[config.mk]
export PLATFORM = sky130hd
export DESIGN_NAME = garp_row_sequencer
export DESIGN_NICKNAME = d
export VERILOG_FILES = /design/src/rtl/garp_row_sequencer.sv
export SDC_FILE = /design/constraint.sdc
export NUM_CORES = 1
export LEC_CHECK = 0
export ABC_AREA = 1
export CORE_AREA = 2 2 124 126
export CTS_BUF_LIST = sky130_fd_sc_hd__clkbuf_8
export DETAILED_ROUTE_END_ITERATION = 10
export DIE_AREA = 0 0 126 128
export PLACE_DENSITY = 0.77
export SETUP_SLACK_MARGIN = 0.2
export SLEW_MARGIN = 20
export SYNTH_ARGS = -nofsm -noshare
export SYNTH_HDL_FRONTEND = slang
export SYNTH_SLANG_ARGS = --single-unit
[constraint.sdc]
create_clock -name clk -period 5 [get_ports clk]
set_input_delay 1 -clock clk [delete_from_list [all_inputs] [get_ports clk]]
set_output_delay 1 -clock clk [all_outputs]
set_load 0.005 [all_outputs]
[src/rtl/garp_row_sequencer.sv]
// garp_row_sequencer: command-driven row WRITE/READ sequencer for the GarpAccel memory bus.
// Ports: clk/reset; cmd_* command stream in; wr_* write words in; rd_* captured words out;
//   accel_* drive/observe the GarpAccel bus; busy/done/err status.
module garp_row_sequencer #(
    parameter int LANES    = 24,
    parameter int LANE_W   = 2,
    parameter int ADDR_W   = 5,
    parameter int NUM_ROWS = 32,
    parameter int RD_LAT   = 1
) (
    input  logic                      clk,
    input  logic                      reset,
    input  logic                      cmd_valid,
    output logic                      cmd_ready,
    input  logic                      cmd_op,
    input  logic [ADDR_W-1:0]         cmd_base,
    input  logic [ADDR_W:0]           cmd_count,
    input  logic                      wr_valid,
    output logic                      wr_ready,
    input  logic [LANES*LANE_W-1:0]   wr_data,
    output logic                      rd_valid,
    input  logic                      rd_ready,
    output logic [LANES*LANE_W-1:0]   rd_data,
    output logic [ADDR_W-1:0]         accel_addr,
    output logic [LANES*LANE_W-1:0]   accel_bus_in,
    output logic                      accel_wr_en,
    input  logic [LANES*LANE_W-1:0]   accel_bus_out,
    output logic                      busy,
    output logic                      done,
    output logic                      err
);

    localparam int SUM_W = ADDR_W + 2;
    localparam int CNT_W = 3;

    typedef enum logic [2:0] {
        S_IDLE,
        S_WRITE,
        S_RD_ADDR,
        S_RD_WAIT,
        S_RD_HOLD,
        S_DONE
    } state_t;

    state_t state;
    state_t state_nxt;

    logic [ADDR_W-1:0] row;
    logic [ADDR_W:0]   remaining;
    logic [CNT_W-1:0]  lat_cnt;

    logic             cmd_fire;
    logic             wr_fire;
    logic             rd_fire;
    logic [SUM_W-1:0] span;
    logic             cmd_bad;

    assign cmd_fire = cmd_valid && cmd_ready;
    assign wr_fire  = wr_valid && wr_ready;
    assign rd_fire  = rd_valid && rd_ready;

    // Widened sum so base+count cannot overflow before the range test.
    assign span    = SUM_W'(cmd_base) + SUM_W'(cmd_count);
    assign cmd_bad = (cmd_count == '0) || (span > SUM_W'(NUM_ROWS));

    // State register
    always_ff @(posedge clk) begin
        if (reset) state <= S_IDLE;
        else       state <= state_nxt;
    end

    // Next-state logic
    always_comb begin
        state_nxt = state;
        unique case (state)
            S_IDLE: begin
                if (cmd_fire && !cmd_bad)
                    state_nxt = cmd_op ? S_RD_ADDR : S_WRITE;
            end
            // The last beat's strobe lands while remaining is already 0;
            // leaving one cycle later puts done after that strobe.
            S_WRITE: begin
                if (remaining == '0) state_nxt = S_DONE;
            end
            S_RD_ADDR: state_nxt = S_RD_WAIT;
            S_RD_WAIT: begin
                if (lat_cnt == CNT_W'(1)) state_nxt = S_RD_HOLD;
            end
            S_RD_HOLD: begin
                if (rd_fire)
                    state_nxt = (remaining == 1) ? S_DONE : S_RD_ADDR;
            end
            S_DONE:  state_nxt = S_IDLE;
            default: state_nxt = S_IDLE;
        endcase
    end

    // Output logic
    always_comb begin
        cmd_ready = (state == S_IDLE);
        wr_ready  = (state == S_WRITE) && (remaining != '0);
        busy      = (state != S_IDLE);
        done      = (state == S_DONE);
    end

    // Datapath: row walk, bus drive and read capture
    always_ff @(posedge clk) begin
        if (reset) begin
            row          <= '0;
            remaining    <= '0;
            lat_cnt      <= '0;
            accel_addr   <= '0;
            accel_bus_in <= '0;
            accel_wr_en  <= 1'b0;
            rd_valid     <= 1'b0;
            rd_data      <= '0;
            err          <= 1'b0;
        end else begin
            err         <= cmd_fire && cmd_bad;
            accel_wr_en <= wr_fire;
            unique case (state)
                S_IDLE: begin
                    if (cmd_fire && !cmd_bad) begin
                        row       <= cmd_base;
                        remaining <= cmd_count;
                    end
                end
                S_WRITE: begin
                    if (wr_fire) begin
                        accel_addr   <= row;
                        accel_bus_in <= wr_data;
                        row          <= row + 1'b1;
                        remaining    <= remaining - 1'b1;
                    end
                end
                S_RD_ADDR: begin
                    accel_addr <= row;
                    lat_cnt    <= CNT_W'(RD_LAT);
                end
                S_RD_WAIT: begin
                    lat_cnt <= lat_cnt - 1'b1;
                    if (lat_cnt == CNT_W'(1)) begin
                        rd_data  <= accel_bus_out;
                        rd_valid <= 1'b1;
                    end
                end
                S_RD_HOLD: begin
                    if (rd_fire) begin
                        rd_valid  <= 1'b0;
                        row       <= row + 1'b1;
                        remaining <= remaining - 1'b1;
                    end
                end
                default: ;
            endcase
        end
    end

endmodule

Yosys cells after proc, flatten, opt, wreduce, memory -nomap -nowiden
Cells that the tools add are included.
Word-level totals
  bits in writable memories: 0
  logic and storage cells: 71
  memories: 0
  register bits after elaboration: 121
  bits in read-only memories: 0
  input port bits: 113
  output and inout port bits: 108
  bits in latches: 0
Cells by class
  divide/modulo/power cells: 0
  add/subtract/negate cells: 4
  reductions and logical operators: 23
  equal/unequal tests: 12
  mux-type cells: 21
  bitwise gates (word level): 0
  $lt $le $gt $ge: 1
  multipliers: 0
  shifts and indexed selects: 0
Operators with widths (number)
  5-bit two-way mux: 4
  6-bit two-way mux: 3
  6-bit case mux with 3 select lines: 1
  3-bit two-way mux: 5
  3-bit case mux with 5 select lines: 1
  5-bit case mux with 3 select lines: 1
  6-bit zero test: 2
  5-bit case mux with 2 select lines: 1
  2-bit != test, second input constant: 4
  4-bit AND reduction: 2
  5-bit by 6-bit adder with 7-bit output: 1
  7-bit by 6-bit greater-than comparator with 1-bit output, second input constant: 1
  3-bit by 1-bit == test with 1-bit output, second input constant: 2
  3-bit by 2-bit == test with 1-bit output, second input constant: 2
  3-bit == test, second input constant: 2
  6-bit by 1-bit == test with 1-bit output, second input constant: 1
  1-bit logical AND: 6
  3-bit case mux with 2 select lines: 1
  2-bit AND reduction: 3
  2-bit nonzero test: 3
  3-bit nonzero test: 2
  6-bit nonzero test: 1
  6-bit by 1-bit subtractor with 6-bit output, second input constant: 1
  5-bit by 1-bit adder with 5-bit output, second input constant: 1
  other kinds (9): 10

Logic depth before layout (Yosys ltp)
Gate-level depths: netlist of the first run.
  word-level depth: 7
  mapped depth: 17
  gate-level depth less buffers: 16

Least setup slack after synthesis of the first run
Ideal clock, no wire load.
  kind: input to register
  start point: input port cmd_base[0]
  end point: register remaining[1]
  arrival: 2.573 ns
  required time: 4.887 ns
  cell stages on the path: 15
  path buffers: 1
  slack: 2.314 ns
  setup time: 0.113 ns
  cells stage by stage: ha_1 inv_1 fa_1 inv_1 nor2_1 nand3_1 a21oi_1 nand3_1 nand2_1 nand3_1 nand2_2 nand3_4 buf_6 nor2_1 nor2_1
On the way
  word-level cells in the longest chain between the ends: 7
Ends and longest elaborated chain
  from (decl): RTL line 16  | input logic [ADDR_W-1:0] cmd_base,
  5-bit by 6-bit adder with 7-bit output: RTL line 63  | assign span = SUM_W'(cmd_base) + SUM_W'(cmd_count);
  7-bit by 6-bit greater-than comparator with 1-bit output: RTL line 64  | assign cmd_bad = (cmd_count == '0) || (span > SUM_W'(NUM_ROWS));
  1-bit logical OR: RTL line 64
  1-bit zero test: RTL line 123  | if (cmd_fire && !cmd_bad) begin
  1-bit logical AND: RTL line 123
  2-bit by 1-bit != test with 1-bit output (no line)
  4-bit AND reduction (no line)
  to (signal assigned): RTL line 125  | remaining <= cmd_count;
  to (signal assigned): RTL line 133  | remaining <= remaining - 1'b1;
  to (signal assigned): RTL line 151  | remaining <= remaining - 1'b1;
  to (decl): RTL line 49  | logic [ADDR_W:0] remaining;
Every way passes these cells.
A chain may end at the register's enable or synchronous reset.

Final worst setup path of the first run
  start point: register remaining[0]
  end point: output port wr_ready
On the way
  word-level cells in the longest chain between the ends: 2
Ends and longest elaborated chain
  6-bit nonzero test: RTL line 101  | wr_ready = (state == S_WRITE) && (remaining != '0);
  1-bit logical AND: RTL line 101
  to (decl): RTL line 19  | output logic wr_ready,
Every way passes these cells.

==> results of run 1 <==
==> kinds of logic after synthesis <==
kind of cell	share of synthesized area (%)
compound gates	13.4
xor+xnor	0.690
fa+ha+maj	2.86
buf+inv	7.44
flops	47.7
mux	0.419
simple gates	27.5
==> placed cells by master (no fill, tap or decap), types with 3 or more instances in the layout <==
| cell type | synthesis | layout |
|---|---|---|
| nand3_1 | 61 | 61 |
| buf_4 | 5 | 5 |
| nor3_1 | 4 | 4 |
| dfxtp_1 | 121 | 121 |
| clkinvlp_4 | 0 | 4 |
| nand2_1 | 109 | 109 |
| inv_1 | 48 | 49 |
| nand2_2 | 3 | 3 |
| nand4_1 | 11 | 11 |
| o21ai_0 | 63 | 63 |
| clkdlybuf4s50_1 | 0 | 219 |
| clkbuf_8 | 0 | 19 |
| bufinv_16 | 0 | 4 |
| nor2_1 | 133 | 133 |
| xor2_1 | 3 | 3 |
| ha_1 | 10 | 10 |
| a21oi_1 | 60 | 60 |
==> layer usage <==
layer  up-vias  part of all wire [%]
met5         -                     0
met4         0                   2.6
met3        36                   7.6
met2       216                    45
met1      2381                    44
li1       2641                     -
==> worst min-delay path, cell delays in order, from the launching register on <==
cell	delay, ps
dfxtp_1	310
nand2_1	60
a21oi_1	50
==> state kept, by name (all words and copies together) (netlist names) <==
register / cells
err: 1
rd_valid: 1
rd_data: 48
accel_addr: 5
state: 3
lat_cnt: 3
accel_wr_en: 1
remaining: 6
accel_bus_in: 48
row: 5
==> final cells by class <==
class                   instances  area, sq um
clock inverters                13          176
flip-flops and latches        121         2420
fillers                      1417         7070
repair buffers                225         2230
well taps                     188          235
multi-input cells             476         2280
clock buffers                  19          262
inverters                      50          188
==> how the worst max path moves through the flow <==
| stage | start | cells past startpoint | to | slack, ps |
|---|---|---|---|---|
| detailed placement | cmd_count[0] | 16 | remaining[1] | 1480 |
| global placement | cmd_count[0] | 16 | remaining[1] | 1520 |
| global route | remaining[0] | 8 | wr_ready | 1150 |
| finish | remaining[0] | 8 | wr_ready | 1310 |
| floorplan | cmd_base[0] | 15 | remaining[1] | 2310 |
| CTS | remaining[0] | 8 | wr_ready | 1270 |
==> report_power, final <==
part           total (mW)  internal (mW)  switching (mW)
Combinational       0.970          0.441           0.529
Sequential           1.16           1.08          0.0768
Clock               0.966          0.565           0.401
==> through the flow <==
stage                     cells  setup slack (ps)  hold WS, ps  util [%]
after global placement     1060              1520          447      49.5
after floorplan             688              2310          447         -
after global routing       1092              1150          478      52.4
final                      1092              1310          460      52.4
after CTS                  1092              1270          462      52.4
after detailed placement   1060              1480          451      49.5
==> reports/results.ini, run 1 <==
[global_routing]
global_route.usage.total_pct=18.2
pin_count_of_the_biggest_net_entering_global_routing=68
grt_pass1_vias=4807
groute.layer.met1.usage_pct=23.0
gr-total-overflow=0
antenna_found_initial=0
grt.met2_usage_pct=28.6
grt.met3_usage_pct=5.59
grt.busiest_layer=met2
grt_first_pass_wirelength_um=23700

[yosys]
postSynth.asyncResetShare_pct=0
yosys.cell_types.count=34
yosysTopAreaCellShare_pct=47.7
avgSynthCellArea_sq_um=7.38
yosysMostFrequentCell=nor2_1
mappedNetlistArea_sq_mm=0.00508
synthTopCellsByArea=dfxtp_1, nor2_1, nand2_1
postSynthRegisterBits=121
synth.yosys.warnings=0
post_synth_inst_count=688
synth_enable_flop_cells=0
synthDominantAreaCellType=dfxtp_1
synth_common_cells=nor2_1, dfxtp_1, nand2_1, o21ai_0, nand3_1
mappedNetlistNets=812
ys_seq_area_share_pct=47.7
postSynth.topFlopCell=dfxtp_1

[cts]
cts-hold-fix-buffers=0
htree_num_levels=4
post_cts_resized=0
numClockSinks=121
clk-insertion-delay-late_ps=440
clock_root_buffer=clkbuf_8
tritoncts=done
clk_slew_on_worst_s_h_paths_ps=70
cts-buffers-inserted=17
max-clock-path-buffers=2
cts_setup_buffers=0

[sta]
period_share_pct=73.7
relSlewSlack_pct=38.7
timing.setup.tns_ps=0
worst_slew_pin_slew_ps=918
grt_setup_unrepaired=false
fin_skew_ps=11.3
number_of_hold_violations_in_the_final_report=0
final-max-slew-violation-count=0
period_minus_slack_ps=3690
finalSetupViolations=0
fmax_mhz=271

[worst_hold_path]
worst_hold_path.num_cells=2
min_path_type=flip-flop to flip-flop
hold_path_end=accel_bus_in[3]
worst_hold_startpoint=accel_bus_in[3]

[critical_path]
cp.required_ps=4000
reg2reg_to=remaining[1]
cpMostUsedCell=nand2_1
timing.critical_path.buf_inv=4
critPathTopFamily=buffers and inverters
crit_slowest_cell=inv_2
crit_arrival_ps=2690
reg2reg_slack_ps=1990
timing.critical_path.from_type=flip-flop
timing.reg2reg.worst_path_depth=13
critPathMaxStageDelay_ps=660
worst-setup-path-type=flip-flop to output pin
crit_chain=inv_1, ha_1, nand2_1, inv_1, nand2_1, nand2_1, inv_2, clkdlybuf4s50_1
reg2reg_from=remaining[0]
crit_fanout=51
crit_path_end_kind=output pin

[drt]
detail_route.vias_per_cell=4.83
dr.pass1.iters=7
vias=5274
route.detailed.drc=0
detail_route.wl_per_cell_um=13.8
final_wirelength_um=15000
antenna_left=0
first_iter_violations=270

[layout]
layout.nets=1015
post_route_cells_drive_above_1_share_pct=5.20
post_layout_inst_area_sq_mm=0.00780
antenna_cells=0
area_growth_syn_to_layout_pct=53.5

[floorplanning]
floorplan.initialDensity_pct=34.2
io_pins=221
core_area_sq_mm=0.0149
fp-row-count=45
die_w_um=126
die_h_um=128
die_area_sq_mm=0.0161

[place]
postPlaceCellArea_sq_mm=0.00736
place.detailed.hpwl_um=10200
io_buffers=220
gpl.final_weighted_congestion=0.883

[power_and_ir_drop]
p_total_mw=3.10
leakage_nw=2.99
power-per-cell-area_mw_per_mm2=397
power.ir.vdd_worst_uv=167

[outcome]
run_status=complete, no violations

[run]
drv.max_cap_violation_count=0

No activity file was read; power rests on OpenSTA's default activity.
==> run 2, diff against run 1 <==
==> constraint.sdc (replaced) <==
create_clock -name clk -period 3.4 [get_ports clk]
set_input_delay 0.68 -clock clk [delete_from_list [all_inputs] [get_ports clk]]
set_output_delay 0.68 -clock clk [all_outputs]
set_load 0.005 [all_outputs]
==> reports/results.ini, run 2 (synthesis results as in run 1) <==
[sta]
final-max-slew-violation-count=0
fmax_mhz=364
relSlewSlack_pct=54.0
worst_slew_pin_slew_ps=686
period_share_pct=80.7
grt_setup_unrepaired=false
worst_slack_on_hold_paths_ps=460
timing.setup.tns_ps=0
finalSetupViolations=0
number_of_hold_violations_in_the_final_report=0
fin_skew_ps=9.69
period_minus_slack_ps=2740

[global_routing]
grt.met3_usage_pct=6.22
gr-total-overflow=0
grt_pass1_vias=4801
groute.layer.met1.usage_pct=22.9
grt.busiest_layer=met2
global_route.usage.total_pct=18.0
grt_first_pass_wirelength_um=23500
pin_count_of_the_biggest_net_entering_global_routing=54
antenna_found_initial=0
grt.met2_usage_pct=28.4

[critical_path]
reg2reg_slack_ps=1340
reg2reg_from=remaining[0]
worst-setup-path-type=input port to flip-flop
crit_arrival_ps=3050
crit_path_end_kind=flip-flop
cp.required_ps=3710
crit_fanout=9
timing.reg2reg.worst_path_depth=13
timing.critical_path.from_type=input port
reg2reg_to=state[1]
setup.worst_path.start=cmd_count[0]

[power_and_ir_drop]
power-per-cell-area_mw_per_mm2=561
p_total_mw=4.35
leakage_nw=2.98
power.ir.vdd_worst_uv=215

[layout]
area_growth_syn_to_layout_pct=52.6
commonest_non_fill_non_tap_cells_in_the_layout=clkdlybuf4s50_1, nor2_1, dfxtp_1
layout_top_registers=accel_bus_in: 48 flops, rd_data: 48 flops, remaining: 6 flops
antenna_cells=0
final_cell_count_no_fill=1092
mostFrequentLayoutCell=clkdlybuf4s50_1
layout.nets=1018
post_route_cells_drive_above_1_share_pct=5.20

[floorplanning]
core_area_sq_mm=0.0149
fp-row-count=45
die_area_sq_mm=0.0161
io_pins=221
floorplan.initialDensity_pct=34.2
die_w_um=126
die_h_um=128

[worst_hold_path]
worst_hold_startpoint=accel_bus_in[32]
min_path_type=flip-flop to flip-flop
hold_path_end=accel_bus_in[32]
worst_hold_path.num_cells=2

[place]
gpl.final_weighted_congestion=0.915
place.detailed.hpwl_um=10300
io_buffers=220
numPlacedInstances=1063

[drt]
route.detailed.drc=0
vias=5230
detail_route.wl_per_cell_um=13.7
final_wirelength_um=15000
detail_route.vias_per_cell=4.79
first_iter_violations=265
antenna_left=0
dr.pass1.iters=4

[outcome]
run_status=complete, no violations

[run]
drv.max_cap_violation_count=0

[cts]
cts-hold-fix-buffers=0
htree_num_levels=4
post_cts_resized=0
clock_root_buffer=clkbuf_8
cts_setup_buffers=0
clk_slew_on_worst_s_h_paths_ps=70
clk-insertion-delay-late_ps=420
cts-buffers-inserted=17
tritoncts=done
max-clock-path-buffers=2
numClockSinks=121

[run 2: routing by layer]
layer  up-vias  share of wire [%]  wire length (um)
met5         -                  0                 0
met4         0                1.6               237
met3        18                8.2              1220
met2       220                 47              7010
met1      2348                 43              6480
li1       2644                  -                 -
[run 2: where the power goes]
part | internal (mW) | leakage, nW | switching, mW
logic | 0.664 | 1.81 | 0.788
clock network | 0.646 | 0.184 | 0.542
registers | 1.60 | 0.980 | 0.113
[run 2: per-stage QoR]
step | setup slack (ps) | utilization [%] | area, sq um
after floorplan | 1030 | - | 5080
after global placement | 311 | 49.7 | 7390
after detailed placement | 242 | 49.7 | 7390
after CTS | 674 | 52.1 | 7750
after global routing | 478 | 52.1 | 7750
final | 656 | 52.1 | 7750
[run 2: how the worst max path moves through the flow]
stage                   end  cells after the start
2_1_floorplan  remaining[1]                     15
3_3_place_gp       state[0]                     15
3_5_place_dp   remaining[1]                     16
4_1_cts            wr_ready                      8
5_1_grt        remaining[3]                     16
6_report           state[0]                     15
[run 2: worst max-delay path, stage by stage]
cell,delay (ps)
clkdlybuf4s50_1,500
ha_1,180
inv_1,50
fa_1,480
inv_1,40
nor2_1,70
nand3_1,70
a21oi_1,120
nand3_1,80
nand2_1,80
nand3_1,80
nand2_2,200
nand3_1,160
o21ai_0,220
inv_1,50
[run 2: cell type report]
cell class,count,area [sq um]
inverter,50,188
multi-input combinational,476,2280
sequential,121,2420
tap,188,235
timing repair buffer,228,2270
fill,1363,7110
clock buffer,18,248
clock inverter,11,110
